## config.mk

```make
export PLATFORM = sky130hd
export DESIGN_NAME = fwd_hazard_unit
export DESIGN_NICKNAME = d
export VERILOG_FILES = /design/src/rtl/fwd_pkg.sv /design/src/rtl/fwd_lane_match.sv /design/src/rtl/fwd_hazard_unit.sv
export SDC_FILE = /design/constraint.sdc
export NUM_CORES = 1
export LEC_CHECK = 0
export BUFFER_PORTS_ARGS = -buffer_cell sky130_fd_sc_hd__buf_2
export CAP_MARGIN = 20
export CORE_ASPECT_RATIO = 1.2
export CORE_MARGIN = 2
export CORE_UTILIZATION = 50
export CTS_CLUSTER_SIZE = 20
export DETAILED_ROUTE_END_ITERATION = 16
export GPL_ROUTABILITY_DRIVEN = 0
export HOLD_SLACK_MARGIN = 0.06
export PLACE_DENSITY = 0.78
export SKIP_LAST_GASP = 1
export SLEW_MARGIN = 30
export SYNTH_ARGS = -nofsm -noshare
export SYNTH_HDL_FRONTEND = slang
export SYNTH_SLANG_ARGS = --single-unit
```

## constraint.sdc

```tcl
create_clock -name clock_in -period 3.22 [get_ports clock_in]
set_clock_uncertainty 0.05 [all_clocks]
set_input_delay 0.322 -clock clock_in [delete_from_list [all_inputs] [get_ports clock_in]]
set_output_delay 0.322 -clock clock_in [all_outputs]
set_load 0.02 [all_outputs]
```

## src/rtl/fwd_pkg.sv

```systemverilog
// Shared types and constants for the Core101 ID-stage forwarding / load-use hazard unit.
package fwd_pkg;

  // Tracker entries hold register addresses of up to this width; wider ADDR_W is unsupported.
  localparam int MAX_ADDR_W = 8;

  localparam int STG_IS = 1;
  localparam int STG_EX = 2;
  localparam int STG_WB = 3;

  localparam int SEL_RF = 0;

  localparam int                     STALL_CNT_W   = 16;
  localparam logic [STALL_CNT_W-1:0] STALL_CNT_MAX = '1;

  typedef logic [MAX_ADDR_W-1:0] rd_t;

  typedef struct packed {
    logic valid;
    rd_t  rd;
    logic is_load;
  } trk_entry_t;

  // x0 writers never produce a value worth bypassing.
  function automatic logic eligible(trk_entry_t e);
    return e.valid && (e.rd != '0);
  endfunction

endpackage

```

## src/rtl/fwd_lane_match.sv

```systemverilog
// One source lane: prioritised compare of rs against every tracked stage, youngest first.
module fwd_lane_match
  import fwd_pkg::*;
#(
  parameter int ADDR_W           = 5,
  parameter int NUM_STAGES       = 3,
  parameter int LOAD_READY_STAGE = 3
) (
  input  logic [ADDR_W-1:0]         rs_i,
  input  trk_entry_t [NUM_STAGES:1] entries_i,
  output logic [NUM_STAGES:0]       sel_o,
  output logic                      hazard_o
);

  rd_t  rs_ext;
  logic found;

  assign rs_ext = rd_t'(rs_i);

  // NOTE: every output of a combinational block gets a default before any branch; a path that
  // leaves one unassigned would infer a latch.
  always_comb begin
    sel_o    = '0;
    hazard_o = 1'b0;
    found    = 1'b0;
    if (rs_ext != '0) begin
      for (int k = 1; k <= NUM_STAGES; k++) begin
        if (!found && eligible(entries_i[k]) && (entries_i[k].rd == rs_ext)) begin
          found = 1'b1;
          // The youngest match decides alone: an unready load here hides any older copy.
          if (entries_i[k].is_load && (k < LOAD_READY_STAGE)) begin
            hazard_o = 1'b1;
          end else begin
            sel_o[k] = 1'b1;
          end
        end
      end
    end
    sel_o[SEL_RF] = ~|sel_o[NUM_STAGES:1];
  end

endmodule

```

## src/rtl/fwd_hazard_unit.sv

```systemverilog
// ID-stage forwarding and load-use hazard unit with its own in-flight destination tracker.
module fwd_hazard_unit
  import fwd_pkg::*;
#(
  parameter int ADDR_W           = 5,
  parameter int NUM_SRC          = 2,
  parameter int NUM_STAGES       = STG_WB,
  parameter int LOAD_READY_STAGE = STG_WB
) (
  input  logic                                clock_in,
  input  logic                                reset_in,
  input  logic                                id_valid_in,
  input  logic [ADDR_W-1:0]                   id_rd_addr_in,
  input  logic                                id_rd_we_in,
  input  logic                                id_is_load_in,
  input  logic [NUM_SRC*ADDR_W-1:0]           id_rs_addr_in,
  input  logic                                hold_in,
  input  logic                                flush_in,
  output logic [NUM_SRC*(NUM_STAGES+1)-1:0]   fwd_sel_out,
  output logic                                stall_out,
  output logic [STALL_CNT_W-1:0]              stall_count_out
);

  localparam int SEL_W = NUM_STAGES + 1;

  trk_entry_t [NUM_STAGES:1] trk_q, trk_d;
  trk_entry_t                id_entry;
  logic [STALL_CNT_W-1:0]    stall_cnt_q, stall_cnt_d;
  logic [NUM_SRC-1:0]        lane_hazard;

  for (genvar i = 0; i < NUM_SRC; i++) begin : g_lane
    fwd_lane_match #(
      .ADDR_W          (ADDR_W),
      .NUM_STAGES      (NUM_STAGES),
      .LOAD_READY_STAGE(LOAD_READY_STAGE)
    ) u_lane (
      .rs_i     (id_rs_addr_in[i*ADDR_W +: ADDR_W]),
      .entries_i(trk_q),
      .sel_o    (fwd_sel_out[i*SEL_W +: SEL_W]),
      .hazard_o (lane_hazard[i])
    );
  end

  assign stall_out = id_valid_in & (|lane_hazard);

  assign id_entry = '{valid:   id_valid_in & id_rd_we_in,
                      rd:      rd_t'(id_rd_addr_in),
                      is_load: id_is_load_in};

  // Flush beats hold beats stall; a stalled ID injects a bubble instead of its own entry.
  always_comb begin
    trk_d = trk_q;
    if (flush_in) begin
      trk_d = '0;
    end else if (!hold_in) begin
      for (int k = NUM_STAGES; k >= STG_EX; k--) begin
        trk_d[k] = trk_q[k-1];
      end
      trk_d[STG_IS] = stall_out ? trk_entry_t'('0) : id_entry;
    end
  end

  always_comb begin
    stall_cnt_d = stall_cnt_q;
    if (stall_out && !hold_in && (stall_cnt_q != STALL_CNT_MAX)) begin
      stall_cnt_d = stall_cnt_q + 1'b1;
    end
  end

  // NOTE: state registers use non-blocking assignments only, so every flop samples the
  // pre-edge values regardless of block ordering. The tracker is a few flops, not a memory,
  // so it is cleared by reset along with the counter.
  always_ff @(posedge clock_in) begin
    if (reset_in) begin
      trk_q       <= '0;
      stall_cnt_q <= '0;
    end else begin
      trk_q       <= trk_d;
      stall_cnt_q <= stall_cnt_d;
    end
  end

  assign stall_count_out = stall_cnt_q;

endmodule

```

# After elaboration in Yosys (flattened, before gate mapping)
# Index checks and enable logic that the tools add are counted.
# word_totals
ff_bits	45
latchBits	0
ramBits	0
mem_bits_ro	0
in_bits	22
elab_cells	78
mem_count	0
# op_classes
add_sub_neg	1
mul	0
div	0
order_cmp	0
n_eq_ne	7
shifts	0
mux	28
n_bitwise	2
n_reduce_logical	31
# op_table
operator	n
$eq A8 B5 Y1	6
$reduce_bool A8 Y1	5
$mux W1	25
$add A16 B1 Y16 const B	1
$ne A16 B16 Y1 const B	1
$logic_and A1 B1 Y1	15
$mux W10	1
$logic_not A1 Y1	7
$mux W3	2
$reduce_or A3 Y1	2
$reduce_or A2 Y1	2
$and A1 B1 Y1	2

# Depth between registers and ports, before layout
# Gate-level depths: netlist of run 1.
# logic_depth
word_depth	17
ltp_mapped	9
depth_no_buf	7

# Modules after synthesis
# A second synthesis of run 1 with hierarchy kept.
# unflattened
cells_unflattened	252
hier_area_um2	2205.9
# by_module_without_submodules
mod	n_inst	cells_per_inst	area_each_um2	seq_area_each_um2
fwd_hazard_unit	1	167	1537.7	740.7
fwd_lane_match at g_lane[1].u_lane	1	43	339.1	0.0
fwd_lane_match at g_lane[0].u_lane	1	42	329.1	0.0

# Worst setup path before layout of run 1
# Ideal clock, no wire load.
# synth_timing
path_type	register to output
startpoint	register trk_q[2] (netlist name)
endpoint	output fwd_sel_out[4]
arrival_ns	2.309
required_time_ns	2.848
slack_ns	0.539
path_stages_with_launch	6
path_cell_list	dfxtp_1 > or4_4 > o21ai_4 > nand4b_2 > nor4b_1 > nor3_1
# synth_between
elab_chain_len	17
elab_cells_between_ends	20
# synth_rtl
element	line_no	source
start: declaration	fwd_hazard_unit.sv:26	trk_entry_t [NUM_STAGES:1] trk_q, trk_d;
start signal: assignment	fwd_hazard_unit.sv:78	trk_q <= trk_d;
$reduce_bool A8 Y1	fwd_pkg.sv:26	return e.valid && (e.rd != '0);
$logic_and A1 B1 Y1	fwd_pkg.sv:26	
$logic_and A1 B1 Y1 *	fwd_lane_match.sv:28	if (!found && eligible(entries_i[k]) && (entries_i[k].rd == rs_ext)) begin
$mux W1 *	fwd_lane_match.sv:28	
$mux W1 *	fwd_lane_match.sv:26	if (rs_ext != '0) begin
$logic_not A1 Y1	fwd_lane_match.sv:28	
$logic_and A1 B1 Y1 (2 in series)	fwd_lane_match.sv:28	
$mux W1 *	fwd_lane_match.sv:28	
$mux W1 *	fwd_lane_match.sv:26	
$logic_not A1 Y1 *	fwd_lane_match.sv:28	
$logic_and A1 B1 Y1 * (2 in series)	fwd_lane_match.sv:28	
$mux W1 *	fwd_lane_match.sv:28	
$mux W3 *	fwd_lane_match.sv:26	
named net fwd_sel_out[7]	fwd_hazard_unit.sv:19	output logic [NUM_SRC*(NUM_STAGES+1)-1:0] fwd_sel_out,
$reduce_or A3 Y1 *	fwd_lane_match.sv:39	sel_o[SEL_RF] = ~|sel_o[NUM_STAGES:1];
$logic_not A1 Y1 *	fwd_lane_match.sv:39	
end: declaration	fwd_hazard_unit.sv:19	
# The timed path passes the listed nets; every way through them passes the cells marked *. The select of a mux whose other input is x is not followed.

# Final worst setup path of run 1
# layout_timing
startpoint	register trk_q[11] (netlist name)
endpoint	output stall_out
# layout_between
elab_chain_len	8
elab_cells_between_ends	14
# layout_rtl
element	line_no	source
$reduce_bool A8 Y1	fwd_pkg.sv:26	
$logic_and A1 B1 Y1	fwd_pkg.sv:26	
$logic_and A1 B1 Y1 (2 in series)	fwd_lane_match.sv:28	
$mux W1	fwd_lane_match.sv:28	
$mux W1	fwd_lane_match.sv:26	
$reduce_or A2 Y1 *	fwd_hazard_unit.sv:44	assign stall_out = id_valid_in & (|lane_hazard);
$and A1 B1 Y1 *	fwd_hazard_unit.sv:44	
end: declaration	fwd_hazard_unit.sv:20	output logic stall_out,
# Mark *: on every way between the ends. The rest lies on a longest branch, timed or not.

==> metrics.yaml, run 1 <==
clk_pin_slew_ns: 0.07
clk_path_buf_depth: 2
fin_cells: 339
drt_wl_total_mm: 4.912
ios: 47
cap_violations: 0
worst_slew_pin_slew_ns: 0.5286
cp_max_fo: 5
grt_usage_pct: 22.54
setup_violations: 0
endpoint_kind: "primary output"
num_vias: 1905
criticalPathCategory: "reg2out"
yosys-top-cells-count: "dfxtp_1 (36), nor2_1 (32), xnor2_1 (16), mux2i_1 (14), xor2_1 (14)"
cts_setup_buffers: 0
ir_drop_mv: 0.2736
antenna_found_initial: 0
grt_max_degree: 25
required_ns: 2.85
die_area_mm2: 0.004691
layout.nets: 307
grt_setup_unrepaired: "no"
relSlewSlack_pct: 64.44
r2r_cells: 8
clock.fmax_mhz: 364.7
place_inst: 331
p_per_area_mw_per_mm2: 380.7
startpoint_type: "register"
synth_flop_cell: "dfxtp_1"
fin_worst_hold_slack_ns: 0.1933
synth-seq-cells: 36
wl_per_cell_um: 14.49
ant_nets: 0
p_leak_nw: 1.015
ys_types: 46
fin_crit_sh_pct: 85.15
drtPass1Iterations: 5
tns_ns: 0
synth_nets: 261
synth-edff-count: 0
io_buffers: 46
critPathArrivalTime_ns: 2.37
cp_slowest_cell: "or4_1"
viasPerCell: 5.619
cts_tree: "built"
cp_cell_sequence: "or4_1 > o21ai_0 > nand4b_1 > o2bb2ai_2 > a21o_1 > and2_1 > buf_2"
holdPathStages: 2
synth_cells: 238
grt_pass1_vias: 1753
post-synth-top-count-cell: "dfxtp_1"
dpl-instance-area_mm2: 0.002345
cts_inserted_buffers: 5
clk_latency_ns: 0.29
syn_to_final_growth_pct: 18.00
finalHoldViolCount: 0
htreeDepth: 2
dp_hpwl_mm: 3.590
post_synth_instance_area_mm2: 0.002078
root_buffer: "clkbuf_8"
cts_resized: 0
final.min_clock_period_ns: 2.742
core_mm2: 0.003973
drt_iter0_markers: 234
n_antenna_cell: 0
fp.dieW_um: 62.86
synthTopCellsByArea: "dfxtp_1 (35%), mux2i_1 (6.7%), xnor2_1 (6.7%)"
syn_avg_cell_area_um2: 8.732
outcome: "finished, final reports clean"
overflow: 0
grt_pass1_wl_mm: 8.169
die_h_um: 74.63
ys_async_sr_fraction_pct: 0
drive_above_1_share_pct: 23.51
drc: 0
cts.sinks: 36
start_util_pct: 52.31
slew_violations: 0
yosysWarnings: 0
final_area_mm2: 0.002452
synth_top_area_cell: "dfxtp_1"
cp_slowest_stage_delay_ns: 0.52
core.rowCount: 25
synth_top_cell_area_share_pct: 34.68
yosysSeqAreaShare_pct: 34.68
hold_class: "in2reg"
cts_hold_buf: 0
[cells in the final DEF, fill, tap and decap left out, types with 5 or more instances in the layout]
master and n:
mux2i_1 14, nor2_1 32, nor3_1 12, a22o_1 6, xor2_1 14, clkbuf_8 5
o21ai_0 5, nor2b_1 7, dfxtp_1 36, nand3_1 11, or4_1 7, buf_2 46
nand2_1 12, xnor2_1 16, a21oi_1 7
[cell type report]
class / instances / area (um^2)
Multi-Input combinational cell: 192 / 1311
Tap cell: 54 / 67.56
Clock buffer: 6 / 72.57
Inverter: 2 / 7.507
Sequential cell: 36 / 720.7
Clock inverter: 2 / 35.03
Fill cell: 356 / 1520
Timing Repair Buffer: 47 / 237.7
[per-stage QoR]
step | power (W) | util [%] | setup WS (ns)
4_1_cts | 0.0009396 | 61.73 | 0.4973
3_3_place_gp | 0.0005450 | 59.02 | 0.7306
2_1_floorplan | 0.0005148 | - | 0.5388
3_5_place_dp | 0.0005460 | 59.02 | 0.6811
6_report | 0.0009336 | 61.73 | 0.4783
5_1_grt | 0.0009681 | 61.73 | 0.3884
[critical path: cells and delay by family, from the launching register on]
family                 cells  cell delay, ns
AND/OR/NAND/NOR            3            0.93
AO/OA/AOI/OAI              3            0.62
flip-flops                 1            0.37
buffers and inverters      1            0.15
[final timing paths]
kind | start | end | slack, ns
hold / removal | id_rd_addr_in[0] | trk_q[1] | 0.19
setup / recovery | trk_q[11] | stall_out | 0.48
hold reg to reg | stall_count_out[9] | stall_count_out[9] | 0.46
setup reg to reg | trk_q[2] | stall_count_out[10] | 0.62
[sequential cells by signal, indices dropped and copies added (netlist names)]
signal and cells:
trk_q 20, stall_count_out 16
[metal layers]
metal | track usage [%] | wire (um)
met1 | 26.22 | 2078
met2 | 40.14 | 2445
met3 | 5.531 | 286
met4 | 9.877 | 102
met5 | 0 | 0
[cell families (layout without fill, tap and decap cells)]
family / Yosys count / after routing / share of synthesized area [%]
buf+inv: 10 / 57 / 2.227
mux: 20 / 20 / 9.994
compound gates: 31 / 31 / 11.26
xor+xnor: 30 / 30 / 12.64
simple gates: 110 / 110 / 28.60
fa+ha+maj: 1 / 1 / 0.6020
flops: 36 / 36 / 34.68
[power by group]
part,switching [W],internal [W],total (W),leakage (nW)
clock network,0.000167,0.000230,0.000397,0.0552
registers,0.00000626,0.000448,0.000455,0.291
logic,0.0000466,0.0000357,0.0000823,0.670
total,0.000220,0.000714,0.000934,1.02
(Power assumes the default switching activity.)
==> run 2: changes to the inputs <==
Settings changed: BUFFER_PORTS_ARGS -buffer_cell sky130_fd_sc_hd__buf_2 to -buffer_cell sky130_fd_sc_hd__buf_4.
==> metrics.yaml, run 2 (synthesis results as in run 1) <==
outcome: "finished, final reports clean"
drc: 0  # unchanged
overflow: 0  # unchanged
antenna_found_initial: 0  # unchanged
final.min_clock_period_ns: 2.773  # +0.03173 ns
final_cell_mix: "buf_4 (46), dfxtp_1 (36), nor2_1 (32)"
grt_pass1_wl_mm: 8.390  # +2.7%
grt_usage_pct: 23.04  # +0.51 points
regArea_um2: 720.7  # unchanged
cts.sinks: 36  # unchanged
p_per_area_mw_per_mm2: 349.1  # -8.3%
drt_iter0_markers: 100  # -57%
hold_class: "in2reg"
startpoint_type: "register"
cap_violations: 0  # unchanged
ios: 47  # unchanged
viasPerCell: 5.512  # -1.9%
slew_violations: 0  # unchanged
wl_per_cell_um: 14.63  # +0.95%
fp.dieW_um: 62.86  # unchanged
criticalPathCategory: "reg2reg"
fill_cells: 355  # -0.28%
drive_above_1_share_pct: 23.24  # -0.27 points
relSlewSlack_pct: 40.25  # -24 points
htreeDepth: 2  # unchanged
cts_resized: 0  # unchanged
endpoint_kind: "register"
grt_setup_unrepaired: "no"
syn_to_final_growth_pct: 22.52
cts_inserted_buffers: 5  # unchanged
dp_hpwl_mm: 3.667  # +2.1%
cts_hold_buf: 0  # unchanged
clk_pin_slew_ns: 0.07  # about the same
cts_setup_buffers: 0  # unchanged
grt_max_degree: 25  # unchanged
grt_pass1_vias: 1732  # -1.2%
die_h_um: 74.63  # unchanged
drtPass1Iterations: 5  # unchanged
tns_ns: 0  # unchanged
drt_wl_total_mm: 4.944  # +0.65%
cp_max_fo: 23  # +18
ir_drop_mv: 0.2086  # -24%
core.rowCount: 25  # unchanged
worst_slew_pin_slew_ns: 0.8963  # +0.3677 ns
layout.nets: 306  # -0.33%
die_area_mm2: 0.004691  # unchanged
root_buffer: "clkbuf_8"
ant_nets: 0  # unchanged
mostFrequentLayoutCell: "buf_4"
critPathArrivalTime_ns: 2.91  # +0.54 ns
setup_violations: 0  # unchanged
finalHoldViolCount: 0  # unchanged
n_antenna_cell: 0  # unchanged
cts_tree: "built"
fin_crit_sh_pct: 86.13  # +0.99 points
num_vias: 1863  # -2.2%
largest-register: "trk_q"
start_util_pct: 52.31  # unchanged
core_mm2: 0.003973  # unchanged
largest_reg_flops: 20  # unchanged
dpl-instance-area_mm2: 0.002452  # +4.6%
p_leak_nw: 1.019  # +0.38%
final_area_mm2: 0.002546  # +3.8%
io_buffers: 46  # unchanged
clk_latency_ns: 0.30  # about the same
clock.fmax_mhz: 360.6  # -1.1%
required_ns: 3.36  # +0.51 ns
clk_path_buf_depth: 2  # unchanged
multi_input_area_mm2: 0.001311  # unchanged
==> run 2: final timing paths <==
check                           depth (start not counted)               start            endpoint  slack, ns
worst min-delay path                                    2    id_rd_addr_in[3]            trk_q[4]       0.20
worst max register to register                          7           trk_q[11]  stall_count_out[8]       0.45
worst min register to register                          2  stall_count_out[3]  stall_count_out[3]       0.45
worst max-delay path                                    7           trk_q[11]  stall_count_out[8]       0.45
==> run 2: final cells by class <==
type                       instances  share of cell area, %
clock buffer                       7                  3.391
clock inverter                     1                 0.2948
inverter                           2                 0.2948
multi-input combinational        192                  51.50
sequential                        36                  28.30
tap                               54                  2.654
timing repair buffer              46                  13.56
==> run 2: metrics by stage <==
| step | power, W | setup WS [ns] | utilization, % | instances | hold slack [ns] |
|---|---|---|---|---|---|
| finish | 0.0008889 | 0.4466 | 64.09 | 338 | 0.1965 |
| global route | 0.0009211 | 0.2447 | 64.09 | 338 | 0.1823 |
| CTS | 0.0008939 | 0.4659 | 64.09 | 338 | 0.1874 |
| detailed placement | 0.0005540 | 0.4555 | 61.73 | 330 | 0.4386 |
| global placement | 0.0005526 | 0.5288 | 61.73 | 330 | 0.4356 |
| floorplan | 0.0005148 | 0.5388 | - | 238 | 0.4050 |
==> run 2: worst max-delay path, cell delays in order (launching register included) <==
cell       delay, ns
dfxtp_1         0.36
or4_1           0.53
o21ai_0         0.21
nand4b_1        0.20
o2bb2ai_2       0.10
a21oi_2         0.70
nor4_1          0.17
mux2_1          0.35
==> run 2: layer usage <==
metal / wire length, um / GRT usage (%)
met1: 2184 / 26.54
met2: 2477 / 41.58
met3: 178 / 5.531
met4: 104 / 9.877
met5: 0 / 0
==> run 2: power by group <==
part	leakage [nW]	switching (W)	internal, W
registers	0.291	0.00000650	0.000448
clock network	0.0445	0.000170	0.000174
logic	0.684	0.0000468	0.0000432
total	1.02	0.000223	0.000666
